$ cat config.mk
export PLATFORM = sky130hd
export DESIGN_NAME = sine_phase_nco_flat
export DESIGN_NICKNAME = d
export VERILOG_FILES = /design/src/rtl/sine_phase_nco_if.sv /design/src/rtl/sine_phase_nco.sv /design/src/flat_wrapper.sv
export SDC_FILE = /design/constraint.sdc
export NUM_CORES = 1
export LEC_CHECK = 0
export BUFFER_PORTS_ARGS = -buffer_cell sky130_fd_sc_hd__buf_4
export CORE_MARGIN = 5
export CORE_UTILIZATION = 35
export DETAILED_ROUTE_END_ITERATION = 8
export PLACE_DENSITY = 0.63
export SYNTH_ARGS = -nofsm -noshare
export SYNTH_HDL_FRONTEND = slang
export SYNTH_SLANG_ARGS = --single-unit
$ cat constraint.sdc
create_clock -name clock -period 4.66 [get_ports clock]
set_input_delay 0.932 -clock clock [delete_from_list [all_inputs] [get_ports clock]]
set_output_delay 0.932 -clock clock [all_outputs]
set_load 0.05 [all_outputs]
$ cat src/rtl/sine_phase_nco_if.sv
// Voice-side bundle for the sine NCO: tick/tuning/gate in, ROM port and sample out.
// The slave modport is the NCO; the master side is the sequencer, the ROM and the sample sink.
interface sine_phase_nco_if #(
    parameter int PHASE_W = 24
);
    logic               sample_tick;
    logic [PHASE_W-1:0] tuning_word;
    logic               gate;
    logic [7:0]         rom_address;
    logic [11:0]        rom_q;
    logic [11:0]        sample_out;
    logic               sample_valid;
    logic               active;
    logic               overrun;

    modport slave (
        input  sample_tick, tuning_word, gate, rom_q,
        output rom_address, sample_out, sample_valid, active, overrun
    );

    modport master (
        output sample_tick, tuning_word, gate, rom_q,
        input  rom_address, sample_out, sample_valid, active, overrun
    );
endinterface

$ cat src/rtl/sine_phase_nco.sv
// Phase-accumulator sine voice: tick -> ROM fetch -> sample, sample_valid 4 clocks after the tick.
// No backpressure: ticks arriving while busy are dropped and latched into the sticky overrun flag.
module sine_phase_nco #(
    parameter int PHASE_W = 24
) (
    input  logic              clock,
    input  logic              reset,
    sine_phase_nco_if.slave   nco
);
    typedef enum logic [1:0] {IDLE, FETCH, WAIT, EMIT} state_t;

    state_t             r_state;
    state_t             w_next;
    logic [PHASE_W-1:0] r_phase;
    logic [PHASE_W:0]   w_sum;
    logic               w_accept;
    logic               w_release;
    logic [7:0]         r_rom_address;
    logic [11:0]        r_sample;
    logic               r_valid;
    logic               r_active;
    logic               r_overrun;

    assign w_accept  = (r_state == IDLE) && nco.sample_tick;
    assign w_sum     = {1'b0, r_phase} + {1'b0, nco.tuning_word};
    // A released note runs until the phase wraps, so it stops on a zero crossing.
    assign w_release = r_active && !nco.gate &&
                       (w_sum[PHASE_W] || (nco.tuning_word == '0));

    always_ff @(posedge clock) begin
        if (reset) begin
            r_state <= IDLE;
        end else begin
            r_state <= w_next;
        end
    end

    always_comb begin
        w_next = r_state;
        case (r_state)
            IDLE:    if (nco.sample_tick) w_next = FETCH;
            FETCH:   w_next = WAIT;
            WAIT:    w_next = EMIT;
            EMIT:    w_next = IDLE;
            default: w_next = IDLE;
        endcase
    end

    always_ff @(posedge clock) begin
        if (reset) begin
            r_phase       <= '0;
            r_rom_address <= '0;
            r_sample      <= '0;
            r_valid       <= 1'b0;
            r_active      <= 1'b0;
            r_overrun     <= 1'b0;
        end else begin
            r_valid <= 1'b0;
            if ((r_state != IDLE) && nco.sample_tick) begin
                r_overrun <= 1'b1;
            end
            if (w_accept) begin
                if (!r_active) begin
                    r_phase  <= '0;
                    r_active <= nco.gate;
                end else if (w_release) begin
                    r_phase  <= '0;
                    r_active <= 1'b0;
                end else begin
                    r_phase <= w_sum[PHASE_W-1:0];
                end
            end
            if (r_state == FETCH) begin
                r_rom_address <= r_phase[PHASE_W-1 -: 8];
            end
            // ROM data is offset-binary; flipping the MSB yields two's complement.
            if (r_state == EMIT) begin
                r_sample <= r_active ? {~nco.rom_q[11], nco.rom_q[10:0]} : 12'h000;
                r_valid  <= 1'b1;
            end
        end
    end

    assign nco.rom_address  = r_rom_address;
    assign nco.sample_out   = r_sample;
    assign nco.sample_valid = r_valid;
    assign nco.active       = r_active;
    assign nco.overrun      = r_overrun;
endmodule

$ cat src/flat_wrapper.sv
// flat-port wrapper written by rule: the top's interface ports become plain ports
module sine_phase_nco_flat 
#(
    parameter int PHASE_W = 24
)
  (clock, reset, nco_sample_tick, nco_tuning_word, nco_gate, nco_rom_q, nco_rom_address, nco_sample_out, nco_sample_valid, nco_active, nco_overrun);
  sine_phase_nco_if #(.PHASE_W(PHASE_W)) nco_i ();
  input  logic clock;
  input  logic reset;
  input wire logic [$bits(nco_i.sample_tick)-1:0] nco_sample_tick;
  input wire logic [$bits(nco_i.tuning_word)-1:0] nco_tuning_word;
  input wire logic [$bits(nco_i.gate)-1:0] nco_gate;
  input wire logic [$bits(nco_i.rom_q)-1:0] nco_rom_q;
  output wire logic [$bits(nco_i.rom_address)-1:0] nco_rom_address;
  output wire logic [$bits(nco_i.sample_out)-1:0] nco_sample_out;
  output wire logic [$bits(nco_i.sample_valid)-1:0] nco_sample_valid;
  output wire logic [$bits(nco_i.active)-1:0] nco_active;
  output wire logic [$bits(nco_i.overrun)-1:0] nco_overrun;
  assign nco_i.sample_tick = nco_sample_tick;
  assign nco_i.tuning_word = nco_tuning_word;
  assign nco_i.gate = nco_gate;
  assign nco_i.rom_q = nco_rom_q;
  assign nco_rom_address = nco_i.rom_address;
  assign nco_sample_out = nco_i.sample_out;
  assign nco_sample_valid = nco_i.sample_valid;
  assign nco_active = nco_i.active;
  assign nco_overrun = nco_i.overrun;
  sine_phase_nco #(.PHASE_W(PHASE_W)) u_core (.clock(clock), .reset(reset), .nco(nco_i));
endmodule
==> After elaboration in Yosys (flattened, before gate mapping) <==
Index checks and enable logic that the tools add are counted.
{ "totals": {"in_bits": 40, "wordCells": 30, "regBits": 49, "out_inout_bits": 23} }
{ "classes": {"n_reduce_logical": 9, "add_sub_neg": 1, "bitwise_logic": 1, "n_mux": 8, "n_eq_ne": 4} }
{ "op_table": {"columns": ["operator", "count"], "rows": [
  ["24-bit two-way mux", 2],
  ["24-bit by 24-bit adder with 25-bit output", 1],
  ["24-bit zero test", 1],
  ["12-bit two-way mux", 1],
  ["2-bit one-hot mux with 4 select lines", 1],
  ["2-bit == test (second input constant)", 2],
  ["1-bit logical AND", 4],
  ["1-bit two-way mux", 3],
  ["2-bit by 1-bit == test with 1-bit output (second input constant)", 1],
  ["2-bit zero test", 1],
  ["2-bit two-way mux", 1],
  ["2-bit != test (second input constant)", 1],
  ["2-bit nonzero test", 1],
  ["1-bit zero test", 1],
  ["1-bit logical OR", 1],
  ["1-bit inverter", 1]
]} }

==> Longest topological paths before layout <==
Gate-level depths: netlist of the first run.
{ "logic_depth": {"depth_word": 5, "depth_mapped": 11, "depth_no_buf": 10} }

==> Worst setup path before layout of the first run <==
No wires, ideal clock.
{ "synth_path": {"kind": "input -> register", "startpoint": "input port nco_tuning_word[0]", "endpoint": "register u_core.r_phase[22]", "arrival_ps": 2952, "setup_ps": 117, "n_path_buf": 0, "cell_stages": 10, "path_slack_ps": 1591, "path_cell_list": "ha_1 fa_1 a211oi_2 o211a_1 nor3b_2 a311o_1 a31o_1 a21oi_2 xnor2_1 a22o_1"} }
{ "synth_via": {"elab_chain_cells": 5, "elab_cells_between_ends": 6, "classes_between": "1 x add/sub; 2 x mux; 3 x reduce/logical"} }
{ "synth_lines": {"columns": ["item", "line_no", "text"], "rows": [
  ["start: declaration", "flat_wrapper.sv:11", "input wire logic [$bits(nco_i.tuning_word)-1:0] nco_tuning_word;"],
  ["24-bit by 24-bit adder with 25-bit output / 24-bit zero test (equally long branches)", "sine_phase_nco.sv:25, sine_phase_nco.sv:28", null],
  ["1-bit logical OR", "sine_phase_nco.sv:28", "(w_sum[PHASE_W] || (nco.tuning_word == '0));"],
  ["1-bit logical AND", "sine_phase_nco.sv:27", "assign w_release = r_active && !nco.gate &&"],
  ["24-bit two-way mux *", "sine_phase_nco.sv:66", "end else if (w_release) begin"],
  ["24-bit two-way mux *", "sine_phase_nco.sv:63", "if (!r_active) begin"],
  ["end signal: assignment", "sine_phase_nco.sv:70", "r_phase <= w_sum[PHASE_W-1:0];"],
  ["end: declaration", "sine_phase_nco.sv:14", "logic [PHASE_W-1:0] r_phase;"]
]} }
Every way passes the cells marked *; elsewhere a longest branch is shown, timed or not.
A chain may end at the register's enable or synchronous reset.

==> Worst setup path in the final report of the first run <==
{ "layout_path": {"startpoint": "input port nco_tuning_word[0]", "endpoint": "register u_core.r_phase[11]"} }
The elaborated chain is that of the path after synthesis.

==> results of run 1 <==
state kept, by name (all words and copies together), names as in the netlist:
signal,cells
u_core.nco.sample_out,12
u_core.nco.overrun,1
u_core.r_phase,24
u_core.r_state,2
u_core.nco.rom_address,8
u_core.nco.sample_valid,1
u_core.nco.active,1
layout make-up:
class                      instances  area (um^2)
clock buffer                       6        82.58
clock inverter                     2        37.54
fill                             926         5289
inverter                           9        33.78
multi-input combinational        283         2081
sequential                        49        980.9
tap                              111        138.9
timing repair buffer              62        465.4
power groups by stage:
stage	Clock, W	Sequential [W]	Combinational (W)
6_report	0.000328	0.000470	0.000396
5_1_grt	0.000355	0.000475	0.000439
4_1_cts	0.000336	0.000470	0.000401
3_5_place_dp	0	0.000479	0.000400
3_3_place_gp	0	0.000478	0.000390
2_1_floorplan	0	0.000503	0.000292
worst min path at each step:
stage                              start                        end  slack [ns]  cells past startpoint
3_3_place_gp          u_core.r_phase[14]         u_core.r_phase[14]        0.45                      2
5_1_grt        u_core.nco.sample_out[11]  u_core.nco.sample_out[11]        0.50                      2
3_5_place_dp          u_core.r_phase[14]         u_core.r_phase[14]        0.46                      2
6_report              u_core.r_phase[14]         u_core.r_phase[14]        0.48                      2
4_1_cts               u_core.r_phase[14]         u_core.r_phase[14]        0.48                      2
2_1_floorplan         u_core.r_phase[14]         u_core.r_phase[14]        0.44                      2
cell families after synthesis:
kind of cell	share of synthesized area [%]
buf+inv	4.674
mux	2.844
xor+xnor	4.908
simple gates	19.95
flops	30.54
compound gates	25.55
fa+ha+maj	11.53
cell usage in the layout (no fill, tap or decap), drive strengths merged, types with 3 or more instances in the layout:
| cell | synthesis | routed |
|---|---|---|
| buf | 7 | 62 |
| nor2 | 52 | 52 |
| dfxtp | 49 | 49 |
| a21oi | 34 | 34 |
| ha | 28 | 28 |
| nor2b | 15 | 15 |
| xnor2 | 14 | 14 |
| a22oi | 14 | 14 |
| o21ai | 13 | 13 |
| nand2 | 11 | 11 |
| inv | 9 | 9 |
| mux2i | 8 | 8 |
| nor4 | 7 | 7 |
| a22o | 7 | 7 |
| a21o | 7 | 7 |
| clkbuf | 9 | 6 |
| a211oi | 6 | 6 |
| and3 | 6 | 6 |
| a211o | 4 | 4 |
| nand2b | 4 | 4 |
| xor2 | 4 | 4 |
| and2 | 4 | 4 |
| or3 | 3 | 3 |
| a31oi | 3 | 3 |
| o221ai | 3 | 3 |
| nand3 | 3 | 3 |
| nor3 | 3 | 3 |
| nand4 | 3 | 3 |
| o22ai | 3 | 3 |
critical path: cells and delay by family:
family,cells,cell delay [ns]
AO/OA/AOI/OAI,4,0.97
buffers and inverters,1,0.11
adder cells (fa/ha/maj),2,0.68
AND/OR/NAND/NOR,4,0.69
stage by stage:
step / worst slack, ns / area [um^2] / utilization, % / total power, W
2_1_floorplan: 1.591 / 3212 / - / 0.0007949
3_3_place_gp: 1.249 / 3700 / 40.62 / 0.0008684
3_5_place_dp: 1.176 / 3700 / 40.62 / 0.0008790
4_1_cts: 1.497 / 3820 / 41.94 / 0.001206
5_1_grt: 1.321 / 3820 / 41.94 / 0.001269
6_report: 1.509 / 3820 / 41.94 / 0.001194
per-layer routing:
layer	share of wire, %	GRT usage [%]	up-vias	wire length, um
met2	47	23.09	53	3647
met1	47	18.11	1287	3614
met4	1.1	3.608	0	88
met3	4.4	2.939	7	341
li1	-	-	1410	-
met5	0	0	-	0
==> key figures, run 1 <==
Run status
  • Status: completed

Yosys
  • Cell taking the most area after synthesis: dfxtp_1
  • Syn_nets: 426
  • Post-synth EDFFs: 0
  • Synth async-reset ratio: 0%
  • Cell area after synthesis: 0.003212 mm^2
  • Mapped Cells: 357
  • Netlist cell types: 64
  • Avg Cell Area, Syn: 8.997 um^2
  • Post-synth top cells: 50 x nor2_1, 49 x dfxtp_1, 32 x a21oi_1
  • Number of synthesized register bits: 49
  • Synth top area share: 30.54%
  • Synth area leaders: dfxtp_1 31%, ha_1 11%, nor2_1 5.8%, a21oi_1 5.0%, a22oi_2 3.9%
  • Count leader, synth: nor2_1
  • Post-synth top flop: dfxtp_1
  • Register area share after synthesis: 30.54%
  • Synth warn: 0

STA
  • Least-Margin Pin Slew: 0.8495 ns
  • Final setup fails: 0
  • Setup_tns: 0 ns
  • Final Hold Vio Count: 0
  • Max Freq: 0.3173 GHz
  • Slew headroom: 43.23%
  • Final worst clock skew: 0.008035 ns
  • RSZ-0062 raised after global routing: no
  • Min Tclk post-route: ~3.2 ns
  • Slew Viols, Final: 0
  • Fin Hold WS: 0.4800 ns
  • Part of the cycle the worst path needs: 67.62%

Critical path
  • Critical path arrival: 3.40 ns
  • Worst setup path endpoint: u_core.r_phase[11]
  • Reg-to-reg startpoint: u_core.r_phase[0]
  • CP Launch Type: input port
  • Reg2Reg Depth: 10
  • Worst path slowest cell: fa_1
  • CP cell instances: buf_4 -> ha_1 -> fa_1 -> a211oi_2 -> o211a_1 -> nor3b_2 -> a311o_1 -> and3_4 -> nor2_8 -> a32oi_1 -> nor2_1
  • Crit Path Class: input port to register
  • R2r setup slk: around 1.9 ns
  • Critical Path Fanout Max: 17
  • CP peak stage delay: 0.45 ns
  • Reg2reg end: u_core.r_phase[11]
  • Setup crit end kind: register
  • Critical Path Source: nco_tuning_word[0]
  • Worst endpoint required time: 4.91 ns

Place
  • Placed Instances: 514
  • Port bufs: 62
  • Post-DP HPWL: just under 6 mm
  • GP Congestion: about 0.9

Route
  • Post-route DRC: 0
  • Iteration-0 DRC count of the detailed router: 105
  • Initial DRT Pass Iterations: 4
  • Drt total wl: 7.691 mm
  • DRT antenna net count: 0
  • Vias/cell: about 5.3
  • Detailed-route via count: 2757
  • Wire length per cell: 14.73 um

Final layout
  • Ant. Diodes: 0
  • Post-layout instance count excluding filler cells: 522
  • Area grow syn2layout: 18.93%
  • Layout cells sized above 1: 24.09%
  • Nets: ~480

Die
  • Rows: 35
  • Die Span Y: 105.8 um
  • IO Pins: 63
  • Die Area: about 0.011 mm^2
  • Die width: between 100 and 150 um
  • Initial Util: 35.26%
  • Core Area: 0.009109 mm^2

Power and ir drop
  • Internal power: 0.0007783 W
  • Leakage: roughly 1.7 nW
  • Maximum vdd drop: roughly 0.13 mV
  • Power per cell area: 312.5 mW/mm^2
  • Sw Share: 34.79%
  • Clock power share: 27.5%
  • Switch Pwr: 0.0004153 W
  • Logic pwr share: between 30% and 40%
  • Sequential Power Share: between 30 and 40%

Global route
  • Pin count of the biggest net entering global routing: 45
  • Initial antenna violation count: 0
  • Global Route Usage Sum: 13.83%
  • Vias in the first global route: ~2700
  • Grt total ovfl: 0
  • First-pass GRT wire length: 12.83 mm

Clock network
  • CTS tree: done
  • H-Tree Depth: 2
  • Worst skew pair latency: a little over 0.3 ns
  • CTS root buffer: clkbuf_8
  • Clk buf depth: 2
  • Clk sinks: 49
  • Cts repair resizes: 0
  • Setup bufs post-CTS: 0
  • Hold Buf Count CTS: 0
  • Worst-path clk slew: 0.10 ns
  • Number of buffers created by CTS: 5

Job
  • Max-cap violations: 0

Worst hold path
  • Hold Crit Class: register to register
(Power assumes the default switching activity.)
==> run 2, diff against run 1 <==
clock period = 2.9 ns   (was 4.66 ns; I/O delays follow)
==> key figures, run 2 (same netlist as run 1, synthesis figures left out) <==
Power and ir drop
  • Maximum vdd drop: 0.2771 mV
  • Power per cell area: around 490 mW/mm^2
  • Leakage: 1.729 nW

Clock network
  • Setup bufs post-CTS: 0
  • Worst-path clk slew: roughly 0.090 ns
  • CTS tree: done
  • CTS root buffer: clkbuf_8
  • Clk buf depth: 2
  • Cts repair resizes: 0
  • Worst skew pair latency: 0.30 ns
  • Clk sinks: 49
  • Hold Buf Count CTS: 0
  • Number of buffers created by CTS: 5
  • H-Tree Depth: 2

STA
  • RSZ-0062 raised after global routing: no
  • Setup_tns: 0 ns
  • Min Tclk post-route: 2.663 ns
  • Fin Hold WS: 0.4842 ns
  • Slew headroom: 46.07%
  • Part of the cycle the worst path needs: 91.82%
  • Final setup fails: 0
  • Final worst clock skew: 0.003300 ns
  • Least-Margin Pin Slew: 0.8070 ns
  • Final Hold Vio Count: 0
  • Max Freq: 0.3756 GHz
  • Slew Viols, Final: 0
  • Final Worst Setup Slack: 0.2373 ns

Route
  • Metal2 WL: approximately 3.8 mm
  • Wire length per cell: 15.02 um
  • Initial DRT Pass Iterations: 4
  • Drt total wl: ~8.0 mm
  • M1 WL: 3.723 mm
  • Detailed-route via count: 2804
  • Vias/cell: roughly 5.2
  • Post-route DRC: 0
  • DRT antenna net count: 0
  • Iteration-0 DRC count of the detailed router: 92
  • Wire length on met3: around 400 um
  • Highest metal used: met4

Run status
  • Status: completed

Final layout
  • Reg with most FFs: u_core.r_phase
  • Ant. Diodes: 0
  • Max FFs per register: 24
  • Layout cells sized above 1: 26.42%
  • Fill cells: 924
  • Most common cell after layout, fill and taps aside: buf_4
  • Nets: 492
  • Area occupied by multi-input gates: 0.002081 mm^2
  • Register area: 980.9 um^2
  • Post-layout instance count excluding filler cells: 535
  • Most frequent cells in the layout: 74 x buf_4, 50 x nor2_1, 49 x dfxtp_1
  • Area grow syn2layout: 22.36%

Place
  • Placed Instances: 527
  • GP Congestion: 0.8758
  • DP Worst Slack: -0.07201 ns
  • Port bufs: 62
  • Post-DP HPWL: 6.400 mm

Die
  • Initial Util: between 30% and 40%
  • Rows: 35
  • Core Area: 0.009109 mm^2
  • Die Area: approximately 0.011 mm^2
  • IO Pins: 63
  • Die width: roughly 110 um
  • Die Span Y: between 100 and 150 um

Critical path
  • Crit Path Class: input port to register
  • CP most frequent cell: buf_4
  • Critical path arrival: roughly 2.9 ns
  • Worst path slowest cell: fa_1
  • Worst endpoint required time: around 3.1 ns
  • Setup crit end kind: register
  • CP Launch Type: input port
  • Critical Path Fanout Max: 6
  • CP cell instances: buf_4 -> ha_1 -> fa_1 -> a211oi_2 -> o211a_1 -> nor3b_2 -> a311o_1 -> and3_4 -> nor2_8 -> buf_4 -> a22oi_2 -> nor2_1
  • CP peak stage delay: approximately 0.4 ns
  • Critical path's top delay family: compound AO/OA/AOI/OAI gates
  • WP buf/inv: 2

Global route
  • Vias in the first global route: 2740
  • Global Route Usage Sum: between 10% and 20%
  • Pin count of the biggest net entering global routing: 45
  • Initial antenna violation count: 0
  • First-pass GRT wire length: between 10 and 15 mm
  • Grt total ovfl: 0

Worst hold path
  • Hold Crit Class: register to register

Job
  • Max-cap violations: 0
-- run 2: worst register-to-register path, cell delays in order (launching register included) --
cell	delay [ns]
dfxtp_1	0.33
ha_1	0.20
fa_1	0.41
a211oi_2	0.24
o211a_1	0.23
nor3b_2	0.06
a311o_1	0.35
and3_4	0.19
nor2_8	0.17
buf_4	0.17
a22oi_2	0.06
nor2_1	0.11
-- run 2: stage by stage --
step	instance area, um^2	power [W]	util, %
2_1_floorplan	3212	0.001277	-
3_3_place_gp	3810	0.001419	41.83
3_5_place_dp	3810	0.001432	41.83
4_1_cts	3930	0.001949	43.15
5_1_grt	3930	0.002042	43.15
6_report	3930	0.001924	43.15
-- run 2: power by group --
part | internal (W) | switching [W]
Combinational | 0.000267 | 0.000389
Sequential | 0.000719 | 0.0000369
Clock | 0.000281 | 0.000232
-- run 2: layout make-up --
type	count	area share (%)
multi-input combinational	283	52.95
clock inverter	2	0.9551
sequential	49	24.96
tap	111	3.534
clock buffer	6	2.101
timing repair buffer	75	14.65
inverter	9	0.8596
-- run 2: routing by layer --
layer  up-vias  GRT usage [%]
met2        49          22.91
li1       1437              -
met3         8          3.246
met1      1310          18.64
met4         0          3.793
met5         -              0
-- run 2: worst paths after layout --
path / startpoint / end / slack, ns / depth (start not counted)
max: nco_tuning_word[0] / u_core.r_phase[7] / 0.24 / 12
min: u_core.nco.overrun / u_core.nco.overrun / 0.48 / 2
max reg2reg: u_core.r_phase[0] / u_core.r_phase[7] / 0.32 / 11
min reg2reg: u_core.nco.overrun / u_core.nco.overrun / 0.48 / 2
==> run 3, diff against run 2 <==
PLACE_DENSITY = default   (was 0.63)
PLACE_DENSITY_LB_ADDON = 0.2   (was default)
==> key figures, run 3 (same netlist as run 1, synthesis figures left out) <==
Clock network
  • Clk buf depth: 2
  • CTS root buffer: clkbuf_8
  • Hold Buf Count CTS: 0
  • Number of buffers created by CTS: 5
  • Cts repair resizes: 0
  • CTS tree: done
  • Clk sinks: 49
  • Worst-path clk slew: 0.10 ns
  • Worst skew pair latency: 0.30 ns
  • H-Tree Depth: 2
  • Setup bufs post-CTS: 0

Place
  • GP Congestion: ~0.81
  • Placed Instances: 528
  • Port bufs: 62
  • Post-DP HPWL: 6.203 mm
  • Area after DPL: 0.003830 mm^2

Final layout
  • Area grow syn2layout: 22.98%
  • Ant. Diodes: 0
  • Most frequent cells in the layout: 74 x buf_4, 50 x nor2_1, 49 x dfxtp_1
  • Nets: 493
  • Final Cell Area: 0.003950 mm^2
  • Post-layout instance count excluding filler cells: 536
  • Layout cells sized above 1: 26.59%
  • Most common cell after layout, fill and taps aside: buf_4
  • Reg with most FFs: u_core.r_phase
  • Post-route core utilization: 43.37%
  • Max FFs per register: 24

STA
  • Final setup fails: 0
  • Max Freq: 0.3837 GHz
  • Final worst clock skew: about 0.0056 ns
  • Fin Hold WS: roughly 0.47 ns
  • Least-Margin Pin Slew: 0.8860 ns
  • Slew headroom: approximately 41%
  • Final Hold Vio Count: 0
  • Part of the cycle the worst path needs: ~90%
  • RSZ-0062 raised after global routing: no
  • Min Tclk post-route: 2.606 ns
  • Slew Viols, Final: 0

Power and ir drop
  • Total power: 0.001956 W
  • Clock power share: 27.0%
  • Power per cell area: 495.2 mW/mm^2
  • Sequential Power Share: 38.6%
  • Switch Pwr: between 0.0006 and 0.0007 W
  • Sw Share: 34.88%
  • Logic pwr share: 34.5%
  • Internal power: between 0.001 and 0.0015 W
  • Maximum vdd drop: around 0.26 mV
  • Leakage: 1.737 nW

Critical path
  • Critical path arrival: 2.85 ns
  • CP cell instances: buf_4 -> ha_1 -> fa_1 -> a211oi_2 -> o211a_1 -> nor3b_2 -> a311o_1 -> and3_4 -> nor2_8 -> buf_12 -> a32oi_1 -> nor2_1
  • Crit Path Class: input port to register
  • Worst path slowest cell: fa_1
  • CP peak stage delay: 0.40 ns
  • Setup crit end kind: register
  • Worst endpoint required time: 3.14 ns
  • CP Launch Type: input port
  • Critical Path Fanout Max: 8

Die
  • Initial Util: 35.26%
  • Core Area: around 0.009 mm^2
  • Rows: 35
  • IO Pins: 63
  • Die Span Y: 105.8 um
  • Die width: 105.8 um
  • Die Area: 0.01119 mm^2

Route
  • Detailed-route via count: between 2000 and 3000
  • Drt total wl: around 8.1 mm
  • Post-route DRC: 0
  • Wire length per cell: 15.06 um
  • Iteration-0 DRC count of the detailed router: 70
  • Initial DRT Pass Iterations: 4
  • DRT antenna net count: 0
  • Vias/cell: 5.271

Job
  • Max-cap violations: 0

Global route
  • Pin count of the biggest net entering global routing: 45
  • Vias in the first global route: 2806
  • Global Route Usage Sum: 14.48%
  • Grt total ovfl: 0
  • First-pass GRT wire length: 13.47 mm
  • Initial antenna violation count: 0

Worst hold path
  • Hold Crit Class: register to register

Run status
  • Status: completed
==> run 3: power groups by stage <==
| stage | combinational (W) | sequential, W | clock [W] |
|---|---|---|---|
| after floorplan | 0.000469 | 0.000808 | 0 |
| after global placement | 0.000672 | 0.000768 | 0 |
| after detailed placement | 0.000680 | 0.000770 | 0 |
| after CTS | 0.000683 | 0.000755 | 0.000543 |
| after global routing | 0.000748 | 0.000760 | 0.000562 |
| final | 0.000674 | 0.000754 | 0.000528 |
==> run 3: path summary, 6_finish.rpt <==
kind / from / end / slack [ns] / cells past startpoint
hold reg to reg: u_core.r_phase[14] / u_core.r_phase[14] / 0.47 / 2
setup / recovery: nco_tuning_word[0] / u_core.r_phase[11] / 0.29 / 12
setup reg to reg: u_core.r_phase[0] / u_core.r_phase[11] / 0.38 / 11
hold / removal: u_core.r_phase[14] / u_core.r_phase[14] / 0.47 / 2
==> run 3: through the flow <==
stage / setup TNS, ns / setup slack, ns
floorplan: 0 / 0.1830
global placement: 0 / 0.005025
detailed placement: -0.07850 / -0.02122
CTS: 0 / 0.2802
global route: 0 / 0.1130
finish: 0 / 0.2940
==> run 3: critical path: cells and delay by family <==
kind	cells	cell delay (ns)
AO/OA/AOI/OAI	4	0.89
adder cells (fa/ha/maj)	2	0.61
buffers and inverters	2	0.25
AND/OR/NAND/NOR	4	0.51
==> run 3: cell type report <==
type                    instances  area [um^2]
well taps                     111        138.9
flip-flops and latches         49        980.9
inverters                       9        33.78
fillers                       911         5159
clock inverters                 2        37.54
multi-input cells             283         2081
repair buffers                 76        595.6
clock buffers                   6        82.58
==> run 3: layer usage <==
layer  share of wire, %  GRT usage (%)
met1                 47          19.32
met2                 48          24.54
met3                4.3          2.756
met4               0.67          2.590
met5                  0              0
